## src/rtl/wm_pkg.sv

```systemverilog
// Shared definitions for the washing-machine controller: the state encoding
// that the actuator drivers decode, and the phase-advance helper.
package wm_pkg;

  localparam int STATE_W = 3;

  typedef enum logic [STATE_W-1:0] {
    ST_IDLE  = 3'd0,
    ST_READY = 3'd1,
    ST_SOAK  = 3'd2,
    ST_WASH  = 3'd3,
    ST_RINSE = 3'd4,
    ST_SPIN  = 3'd5,
    ST_PAUSE = 3'd6,
    ST_FAULT = 3'd7
  } wm_state_e;

  // Phase that follows a timer expiry; SPIN completes the cycle back to IDLE.
  function automatic wm_state_e next_phase(input wm_state_e cur);
    case (cur)
      ST_SOAK:  next_phase = ST_WASH;
      ST_WASH:  next_phase = ST_RINSE;
      ST_RINSE: next_phase = ST_SPIN;
      default:  next_phase = ST_IDLE;
    endcase
  endfunction

endpackage

```

## src/rtl/wm_controller.sv

```systemverilog
// Wash-cycle sequencer: coin/lid start, timed phases, lid and imbalance
// pauses with a resume target, cancel-to-spin and a sticky motor fault.
module wm_controller
  import wm_pkg::*;
(
  input  logic               clock,
  input  logic               reset_n,
  input  logic               sig_Lid_Closed,
  input  logic               sig_Coin,
  input  logic               sig_Cancel,
  input  logic               sig_Time_Out,
  input  logic               sig_Out_Of_Balance,
  input  logic               sig_Motor_Failure,
  output logic [STATE_W-1:0] state
);

  wm_state_e r_state;
  wm_state_e r_resume;
  wm_state_e w_next_state;
  wm_state_e w_next_resume;
  logic      w_lid_open;

  assign w_lid_open = ~sig_Lid_Closed;

  always_ff @(posedge clock or negedge reset_n) begin
    if (!reset_n) begin
      r_state  <= ST_IDLE;
      r_resume <= ST_SOAK;
    end else begin
      r_state  <= w_next_state;
      r_resume <= w_next_resume;
    end
  end

  always_comb begin
    w_next_state  = r_state;
    w_next_resume = r_resume;
    case (r_state)
      ST_IDLE: begin
        if (sig_Coin) w_next_state = ST_READY;
      end
      ST_READY: begin
        if (sig_Cancel)          w_next_state = ST_IDLE;
        else if (sig_Lid_Closed) w_next_state = ST_SOAK;
      end
      ST_SOAK, ST_WASH, ST_RINSE: begin
        // Imbalance only matters while the drum spins fast.
        if (sig_Motor_Failure) begin
          w_next_state = ST_FAULT;
        end else if (sig_Cancel) begin
          w_next_state = ST_SPIN;
        end else if (w_lid_open) begin
          w_next_state  = ST_PAUSE;
          w_next_resume = r_state;
        end else if (sig_Time_Out) begin
          w_next_state = next_phase(r_state);
        end
      end
      ST_SPIN: begin
        if (sig_Motor_Failure) begin
          w_next_state = ST_FAULT;
        end else if (w_lid_open || sig_Out_Of_Balance) begin
          w_next_state  = ST_PAUSE;
          w_next_resume = ST_SPIN;
        end else if (sig_Time_Out) begin
          w_next_state = ST_IDLE;
        end
      end
      ST_PAUSE: begin
        // Cancel while paused redirects the resume to drain-and-spin.
        if (sig_Motor_Failure) begin
          w_next_state = ST_FAULT;
        end else if (sig_Cancel) begin
          w_next_resume = ST_SPIN;
        end else if (sig_Lid_Closed && !sig_Out_Of_Balance) begin
          w_next_state = r_resume;
        end
      end
      ST_FAULT: begin
        w_next_state = ST_FAULT;
      end
      default: begin
        w_next_state = ST_IDLE;
      end
    endcase
  end

  assign state = r_state;

endmodule

```

## config.mk

```make
export PLATFORM = sky130hd
export DESIGN_NAME = wm_controller
export DESIGN_NICKNAME = d
export VERILOG_FILES = /design/src/rtl/wm_pkg.sv /design/src/rtl/wm_controller.sv
export SDC_FILE = /design/constraint.sdc
export NUM_CORES = 1
export LEC_CHECK = 0
export BUFFER_PORTS_ARGS = -buffer_cell sky130_fd_sc_hd__buf_2
export CAP_MARGIN = 20
export CORE_AREA = 4 4 41 43
export CTS_CLUSTER_SIZE = 20
export DETAILED_ROUTE_END_ITERATION = 12
export DIE_AREA = 0 0 45 47
export PLACE_DENSITY = 0.66
export REMOVE_ABC_BUFFERS = 1
export SKIP_LAST_GASP = 1
export SYNTH_ARGS = -nofsm -noshare
export SYNTH_HDL_FRONTEND = slang
export SYNTH_SLANG_ARGS = --single-unit
```

## constraint.sdc

```tcl
create_clock -name clock -period 5.15 [get_ports clock]
set_input_delay 0 -clock clock [delete_from_list [all_inputs] [get_ports clock]]
set_output_delay 0 -clock clock [all_outputs]
set_load 0.03 [all_outputs]
```

==> results of run 1 <==
[cells in the final DEF, fill, tap and decap left out, drive strengths merged, types with 4 or more instances in the layout]
cell     n
dfrtp    5
nor3b    4
mux2     4
nor2b    5
buf     10
o21ai    6
clkbuf   4
nand2b   4
nor2     8
inv      4
[path summary, 6_finish.rpt]
check,from,to,depth (start not counted)
worst max register to register,state[2]$_DFFE_PN0P_,state[0]$_DFFE_PN0P_,4
min in group clock,sig_Time_Out,state[2]$_DFFE_PN0P_,4
worst max-delay path,state[2]$_DFFE_PN0P_,state[0]$_DFFE_PN0P_,4
worst min register to register,r_resume[2]$_DFFE_PN0P_,r_resume[2]$_DFFE_PN0P_,1
max in group asynchronous,reset_n,r_resume[1]$_DFFE_PN1P_,2
worst min-delay path,reset_n,state[2]$_DFFE_PN0P_,2
[critical path: stages, from the launching register on]
cell      delay [ns]
dfrtp_1         0.68
nand2b_1        0.20
or4_4           0.46
nand4_2         0.13
mux2_1          0.34
[through the flow]
step	utilization (%)	worst slack [ns]	instance area, um^2	instances
after floorplan	-	3.23	562	67
after global placement	48.5	3.22	631	92
after detailed placement	48.5	3.23	631	92
after CTS	51.2	3.21	667	97
after global routing	51.2	3.07	667	97
final	51.2	3.23	667	97
[registers in the layout, summed over array words and instances, names as in the netlist]
register,flops
r_resume,3
state,3
[synthesized netlist by cell type, types with 2 or more instances]
cell      n  area, um^2
nor2_1    8        30.0
o21ai_0   6        30.0
clkbuf_1  5        18.8
dfrtp_1   5         125
nor2b_1   5        31.3
inv_1     4        15.0
nand2b_1  4        25.0
nor3b_1   4        30.0
a21o_1    2        15.0
mux2_1    2        22.5
mux2_2    2        22.5
o211ai_1  2        15.0
o21bai_1  2        15.0
o22ai_1   2        12.5
[routing by layer]
| metal | vias up | global-route usage, % | share of wire [%] |
|---|---|---|---|
| met3 | 2 | 1.53 | 6.5 |
| met2 | 15 | 22.9 | 45 |
| li1 | 287 | - | - |
| met1 | 260 | 17.9 | 47 |
| met5 | - | 0 | 0 |
| met4 | 0 | 6.43 | 0.81 |
[cells by family (layout without fill, tap and decap cells)]
logic type             after synthesis  after routing  share of synthesized area [%]
AO/OA/AOI/OAI                       20             20                           23.9
multiplexers                         5              5                           9.40
buffers and inverters               10             19                           6.62
flip-flops                           6              6                           25.9
AND/OR/NAND/NOR                     32             32                           34.2
[layout make-up]
cell class	count	area [um^2]	share of cell area [%]
multi-input combinational	57	395	59.3
sequential	6	151	22.7
tap	15	18.8	2.81
timing repair buffer	11	60.1	9.01
inverter	4	15.0	2.25
clock buffer	4	26.3	3.94
[power groups by stage]
stage,clock network [mW],registers (mW),logic (mW)
3_5_place_dp,0,0.116,0.180
6_report,0.0441,0.115,0.179
2_1_floorplan,0,0.123,0.125
4_1_cts,0.0464,0.115,0.181
3_3_place_gp,0,0.115,0.180
5_1_grt,0.0482,0.123,0.199
==> impl_metrics.env, run 1 <==
export IMPL_p_int_mw=0.190
export IMPL_swShare_pct=43.8
export IMPL_num_rows=13
export IMPL_grt_max_degree=23
export IMPL_fin_crit_ns=1.92
export IMPL_vias_per_cell=5.81
export IMPL_syn2layout_area_growth_pct=13.9
export IMPL_cts_resized=0
export IMPL_tritoncts="built"
export IMPL_ys_flop_type="dfrtp_1"
export IMPL_powerDensity_nw_per_um2=507
export IMPL_dieArea_um2=2120
export IMPL_final_antenna_net_count=0
export IMPL_grt_antenna_before_repair=0
export IMPL_critPathKind="flop to flop"
export IMPL_yosys_cell_types_count=34
export IMPL_pin_count=11
export IMPL_tns_ns=0
export IMPL_hpwlAfterDp_um=923
export IMPL_layout_nets=91
export IMPL_post_cts_setup_buffers=0
export IMPL_leakage_nw=0.273
export IMPL_synthCells=73
export IMPL_drv_slew=0
export IMPL_cts_root_buf="clkbuf_4"
export IMPL_status="completed"
export IMPL_hold_viol=0
export IMPL_async_flop_share_pct=100
export IMPL_fin_crit_sh_pct=37.4
export IMPL_clk_path_buf_depth=2
export IMPL_hp_class="primary input to async pin"
export IMPL_numCtsBuffers=3
export IMPL_clk_pin_slew_ns=0.04
export IMPL_cp_required_ns=5.26
export IMPL_rsz0062_at_grt="false"
export IMPL_synth_edf_count=0
export IMPL_power_mw=0.338
export IMPL_first_pass_iters=4
export IMPL_drc=0
export IMPL_grt_use_total_pct=13.8
export IMPL_fmax_mhz=520
export IMPL_port_buffers=10
export IMPL_critPathMaxFanout=22
export IMPL_grt_overflow_total=0
export IMPL_vias=564
export IMPL_cts_sinks=6
export IMPL_clock_power_share_pct=13.0
export IMPL_wl_per_cell_um=12.8
export IMPL_r2r_slack_ns=3.23
export IMPL_synth_seq_area_share_pct=25.9
export IMPL_drive_above_1_share_pct=24.4
export IMPL_tightestPinTransition_ns=0.548
export IMPL_wl_um=1240
export IMPL_drt_iter0_markers=14
export IMPL_syn_avg_cell_area_um2=8.02
export IMPL_power_switching_mw=0.148
export IMPL_peakVddDrop_uv=296
export IMPL_cts_hold_buf=1
export IMPL_maxCapViolations=0
export IMPL_die_h_um=47
export IMPL_finalHoldWorstSlack_ns=0.107
export IMPL_start_util_pct=45.0
export IMPL_htreeDepth=1
export IMPL_setup_viol=0
export IMPL_ys_seq_elements=6
export IMPL_slew_headroom_pct=63.5
export IMPL_grt_pass1_vias=518
export IMPL_finClkSkew_ns=0.00383
export IMPL_critPathCaptureType="flop"
export IMPL_crit_arrival_ns=2.04
export IMPL_core_um2=1300
export IMPL_fillers=134
export IMPL_syn_area_um2=586
export IMPL_fp_dieW_um=45
export IMPL_yosysWarningCount=0
export IMPL_grt_first_pass_wirelength_um=2140
export IMPL_n_antenna_cell=0
export IMPL_clk_latency_ns=0.24
export IMPL_sequentialPowerShare_pct=34.0
export IMPL_place_congestion=0.819
export IMPL_start_kind="flop"
export IMPL_pwr_share_comb_pct=52.9
(Power assumes the default switching activity.)
==> run 2, diff against run 1 <==
- PLACE_DENSITY: 0.66 -> 0.68
- clock period: 5.15 -> 1.7 ns (I/O delays scaled with it)
==> impl_metrics.env, run 2 (synthesis results as in run 1) <==
export IMPL_hp_class="primary input to async pin"
export IMPL_drive_above_1_share_pct=36.6
export IMPL_leakage_nw=0.332
export IMPL_tritoncts="built"
export IMPL_drc=0
export IMPL_tns_ns=0
export IMPL_cp_required_ns=1.82
export IMPL_wl_per_cell_um=13.4
export IMPL_hpwlAfterDp_um=1060
export IMPL_cts_sinks=6
export IMPL_critPathCaptureType="flop"
export IMPL_cp_cell_sequence="buf_4 -> nor3b_1 -> o21ai_1 -> nand4_2 -> mux2_1"
export IMPL_place_congestion=0.863
export IMPL_worst_path_buf_inv=1
export IMPL_clk_path_buf_depth=2
export IMPL_setup_viol=0
export IMPL_drv_slew=0
export IMPL_die_h_um=47
export IMPL_critPathKind="flop to flop"
export IMPL_slew_headroom_pct=70.7
export IMPL_core_um2=1300
export IMPL_critPathSlowestCell="dfrtp_2"
export IMPL_stdcell_area_um2=764
export IMPL_rsz0062_at_grt="true"
export IMPL_clk_latency_ns=0.24
export IMPL_slowest_delay_ns=0.45
export IMPL_finalHoldWorstSlack_ns=0.0985
export IMPL_grt_antenna_before_repair=0
export IMPL_grt_overflow_total=0
export IMPL_final_util_pct=58.8
export IMPL_syn2layout_area_growth_pct=30.6
export IMPL_vias_per_cell=5.81
export IMPL_num_rows=13
export IMPL_first_pass_iters=4
export IMPL_critPathMaxFanout=9
export IMPL_finClkSkew_ns=0.0108
export IMPL_vias=628
export IMPL_tightestPinTransition_ns=0.433
export IMPL_start_util_pct=45.0
export IMPL_final_antenna_net_count=0
export IMPL_setup_slack_ns=0.00961
export IMPL_fmax_mhz=592
export IMPL_powerDensity_nw_per_um2=1600
export IMPL_wl_um=1450
export IMPL_dp_cells=102
export IMPL_layout_common_cells="10 x buf_2, 10 x buf_4, 7 x nor2_1"
export IMPL_placed_area_um2=706
export IMPL_power_mw=1.22
export IMPL_fin_crit_sh_pct=99.4
export IMPL_start_kind="flop"
export IMPL_peakVddDrop_uv=666
export IMPL_grt_first_pass_wirelength_um=2420
export IMPL_dp_slack_ns=0.0232
export IMPL_maxCapViolations=0
export IMPL_crit_arrival_ns=1.81
export IMPL_status="completed"
export IMPL_fp_dieW_um=45
export IMPL_dieArea_um2=2120
export IMPL_layout_nets=102
export IMPL_n_antenna_cell=0
export IMPL_grt_pass1_vias=566
export IMPL_grt_max_degree=18
export IMPL_layoutNonFillerInstCount=108
export IMPL_cts_root_buf="clkbuf_4"
export IMPL_drt_iter0_markers=20
export IMPL_htreeDepth=1
export IMPL_hold_viol=0
export IMPL_clk_pin_slew_ns=0.05
export IMPL_port_buffers=10
export IMPL_fin_crit_ns=1.69
export IMPL_pin_count=11
export IMPL_numCtsBuffers=3
export IMPL_grt_use_total_pct=15.1
export IMPL_critical_path_top_delay_family="flip-flops"
-- run 2: cell types whose count changed in the layout (fill, tap and decap cells not counted) --
cell      before  now
nand2b_4       0    1
o21ai_0        6    5
nor2_1         8    7
buf_6          0    1
dfrtp_1        5    4
dfrtp_2        0    1
buf_4          0   10
o21ai_1        0    1
nand2b_1       4    3
nor2_2         0    1
-- run 2: timing repair --
| action | in CTS | in global routing |
|---|---|---|
| endpoints found under the setup margin | 0 | 4 |
| resized for setup | 0 | 8 |
| buffers inserted | 0 | 1 |
| hold endpoints to repair | 6 | 0 |
| hold buffers | 1 | 0 |
-- run 2: cell type report --
class / instances / area [um^2]
Clock buffer: 4 / 26.3
Fill cell: 122 / 537
Inverter: 4 / 15.0
Multi-Input combinational cell: 57 / 405
Sequential cell: 6 / 153
Tap cell: 15 / 18.8
Timing Repair Buffer: 22 / 146
-- run 2: path summary, 6_finish.rpt --
path / slack (ns) / startpoint / to / cells past startpoint
setup reg to reg: 0.01 / state[2]$_DFFE_PN0P_ / state[1]$_DFFE_PN0P_ / 5
max in group asynchronous: 1.37 / reset_n / r_resume[1]$_DFFE_PN1P_ / 2
hold reg to reg: 0.50 / r_resume[2]$_DFFE_PN0P_ / r_resume[2]$_DFFE_PN0P_ / 1
hold / removal: 0.1 / reset_n / state[0]$_DFFE_PN0P_ / 2
min in group clock: 0.25 / sig_Time_Out / state[2]$_DFFE_PN0P_ / 4
setup / recovery: 0.01 / state[2]$_DFFE_PN0P_ / state[1]$_DFFE_PN0P_ / 5
-- run 2: power by group --
group | leakage (nW) | total (mW) | internal (mW) | switching, mW
clock | 0.0150 | 0.137 | 0.0887 | 0.0484
sequential | 0.0615 | 0.267 | 0.217 | 0.0502
combinational | 0.256 | 0.819 | 0.410 | 0.410
-- run 2: per-layer routing --
| metal | routed length [um] | vias to the layer above | track usage [%] |
|---|---|---|---|
| met2 | 697 | 29 | 23.7 |
| met5 | 0 | - | 0 |
| li1 | - | 308 | - |
| met3 | 101 | 4 | 2.68 |
| met4 | 26 | 0 | 4.68 |
| met1 | 624 | 287 | 21.2 |
==> run 3, diff against run 2 <==
- MAX_ROUTING_LAYER: unset -> met4
- PLACE_DENSITY: 0.68 -> 0.66
- clock period: 1.7 -> 2.15 ns (I/O delays scaled with it)
==> impl_metrics.env, run 3 (synthesis results as in run 1) <==
export IMPL_slowest_delay_ns=0.53
export IMPL_drv_slew=0
export IMPL_syn2layout_area_growth_pct=16.5
export IMPL_critPathSlowestCell="dfrtp_1"
export IMPL_place_congestion=0.922
export IMPL_cts_sinks=6
export IMPL_start_util_pct=45.0
export IMPL_numCtsBuffers=3
export IMPL_n_antenna_cell=0
export IMPL_fillers=133
export IMPL_hpwlAfterDp_um=915
export IMPL_cts_root_buf="clkbuf_4"
export IMPL_powerDensity_nw_per_um2=1220
export IMPL_drive_above_1_share_pct=26.2
export IMPL_use_met2_pct=20.3
export IMPL_worst_path_buf_inv=0
export IMPL_layout_commonest_cell="buf_2"
export IMPL_wl_per_cell_um=11.9
export IMPL_first_pass_iters=4
export IMPL_core_um2=1300
export IMPL_drt_iter0_markers=3
export IMPL_clk_pin_slew_ns=0.05
export IMPL_fin_crit_ns=1.83
export IMPL_slew_headroom_pct=70.4
export IMPL_critPathKind="flop to flop"
export IMPL_hp_class="primary input to async pin"
export IMPL_clk_path_buf_depth=2
export IMPL_regArea_um2=151
export IMPL_grt_first_pass_wirelength_um=2000
export IMPL_grt_antenna_before_repair=0
export IMPL_vias=559
export IMPL_tns_ns=0
export IMPL_post_cts_setup_buffers=0
export IMPL_drc=0
export IMPL_fin_crit_sh_pct=85.0
export IMPL_grt_overflow_total=0
export IMPL_tightestPinTransition_ns=0.444
export IMPL_setup_viol=0
export IMPL_finClkSkew_ns=0.00658
export IMPL_rsz0062_at_grt="false"
export IMPL_grt_busiest_layer="met2"
export IMPL_layout_common_cells="10 x buf_2, 8 x nor2_1, 6 x o21ai_0"
export IMPL_htreeDepth=1
export IMPL_power_mw=0.834
export IMPL_grt_use_total_pct=13.2
export IMPL_clk_latency_ns=0.24
export IMPL_leakage_nw=0.282
export IMPL_final_antenna_net_count=0
export IMPL_maxCapViolations=0
export IMPL_critPathMaxFanout=18
export IMPL_grt_met1_usage_pct=17.0
export IMPL_status="completed"
export IMPL_layout_nets=93
export IMPL_vias_per_cell=5.65
export IMPL_multi_input_area_um2=395
export IMPL_critPathCaptureType="flop"
export IMPL_cp_cell_sequence="nand2b_1 -> a21o_1 -> a32oi_1 -> mux2_2"
export IMPL_fmax_mhz=547
export IMPL_met3_usage_pct=3.45
export IMPL_crit_arrival_ns=1.95
export IMPL_critical_path_top_delay_family="flip-flops"
export IMPL_num_rows=13
export IMPL_start_kind="flop"
export IMPL_hold_viol=0
export IMPL_grt_pass1_vias=483
export IMPL_tritoncts="built"
export IMPL_cp_required_ns=2.27
export IMPL_die_h_um=47
export IMPL_pin_count=11
export IMPL_fp_dieW_um=45
export IMPL_finalHoldWorstSlack_ns=0.0978
export IMPL_dieArea_um2=2120
export IMPL_wl_um=1180
export IMPL_port_buffers=10
export IMPL_peakVddDrop_uv=467
export IMPL_grt_max_degree=19
==> run 3: power by group <==
part / switching [mW] / internal, mW / total [mW]
Combinational: 0.236 / 0.235 / 0.471
Sequential: 0.0852 / 0.169 / 0.254
Clock: 0.0385 / 0.0702 / 0.109
==> run 3: layout make-up <==
type	instances	area share, %
Timing Repair Buffer	13	11.0
Inverter	4	2.20
Sequential cell	6	22.2
Clock buffer	4	3.85
Multi-Input combinational cell	57	58.0
Tap cell	15	2.75
==> run 3: what timing repair did <==
action                                 4_1_cts  5_1_grt
hold buffers                                 1        0
endpoints found under the hold margin        6        0
setup endpoints to repair                    0        0
resized for setup                            0        0
==> run 3: worst paths after layout <==
| kind | startpoint | to | slack (ns) | depth (start not counted) |
|---|---|---|---|---|
| max in group asynchronous | reset_n | r_resume[1]$_DFFE_PN1P_ | 1.83 | 2 |
| min | reset_n | state[2]$_DFFE_PN0P_ | 0.1 | 2 |
| max reg2reg | state[1]$_DFFE_PN0P_ | r_resume[2]$_DFFE_PN0P_ | 0.32 | 4 |
| min reg2reg | r_resume[2]$_DFFE_PN0P_ | r_resume[2]$_DFFE_PN0P_ | 0.51 | 1 |
| min in group clock | sig_Lid_Closed | state[0]$_DFFE_PN0P_ | 0.23 | 3 |
| max | state[1]$_DFFE_PN0P_ | r_resume[2]$_DFFE_PN0P_ | 0.32 | 4 |
==> run 3: routing by layer <==
layer	vias to the layer above	part of all wire (%)
li1	288	-
met1	258	51
met2	13	42
met3	0	7.0
met4	0	0
met5	-	0
==> run 3: metrics by stage <==
stage	cells	worst slack, ns	utilization, %	instance area (um^2)
6_report	99	0.322	52.4	682
5_1_grt	99	0.184	52.4	682
4_1_cts	99	0.323	52.4	682
3_5_place_dp	94	0.336	49.6	646
3_3_place_gp	94	0.341	49.6	646
2_1_floorplan	67	0.230	-	562
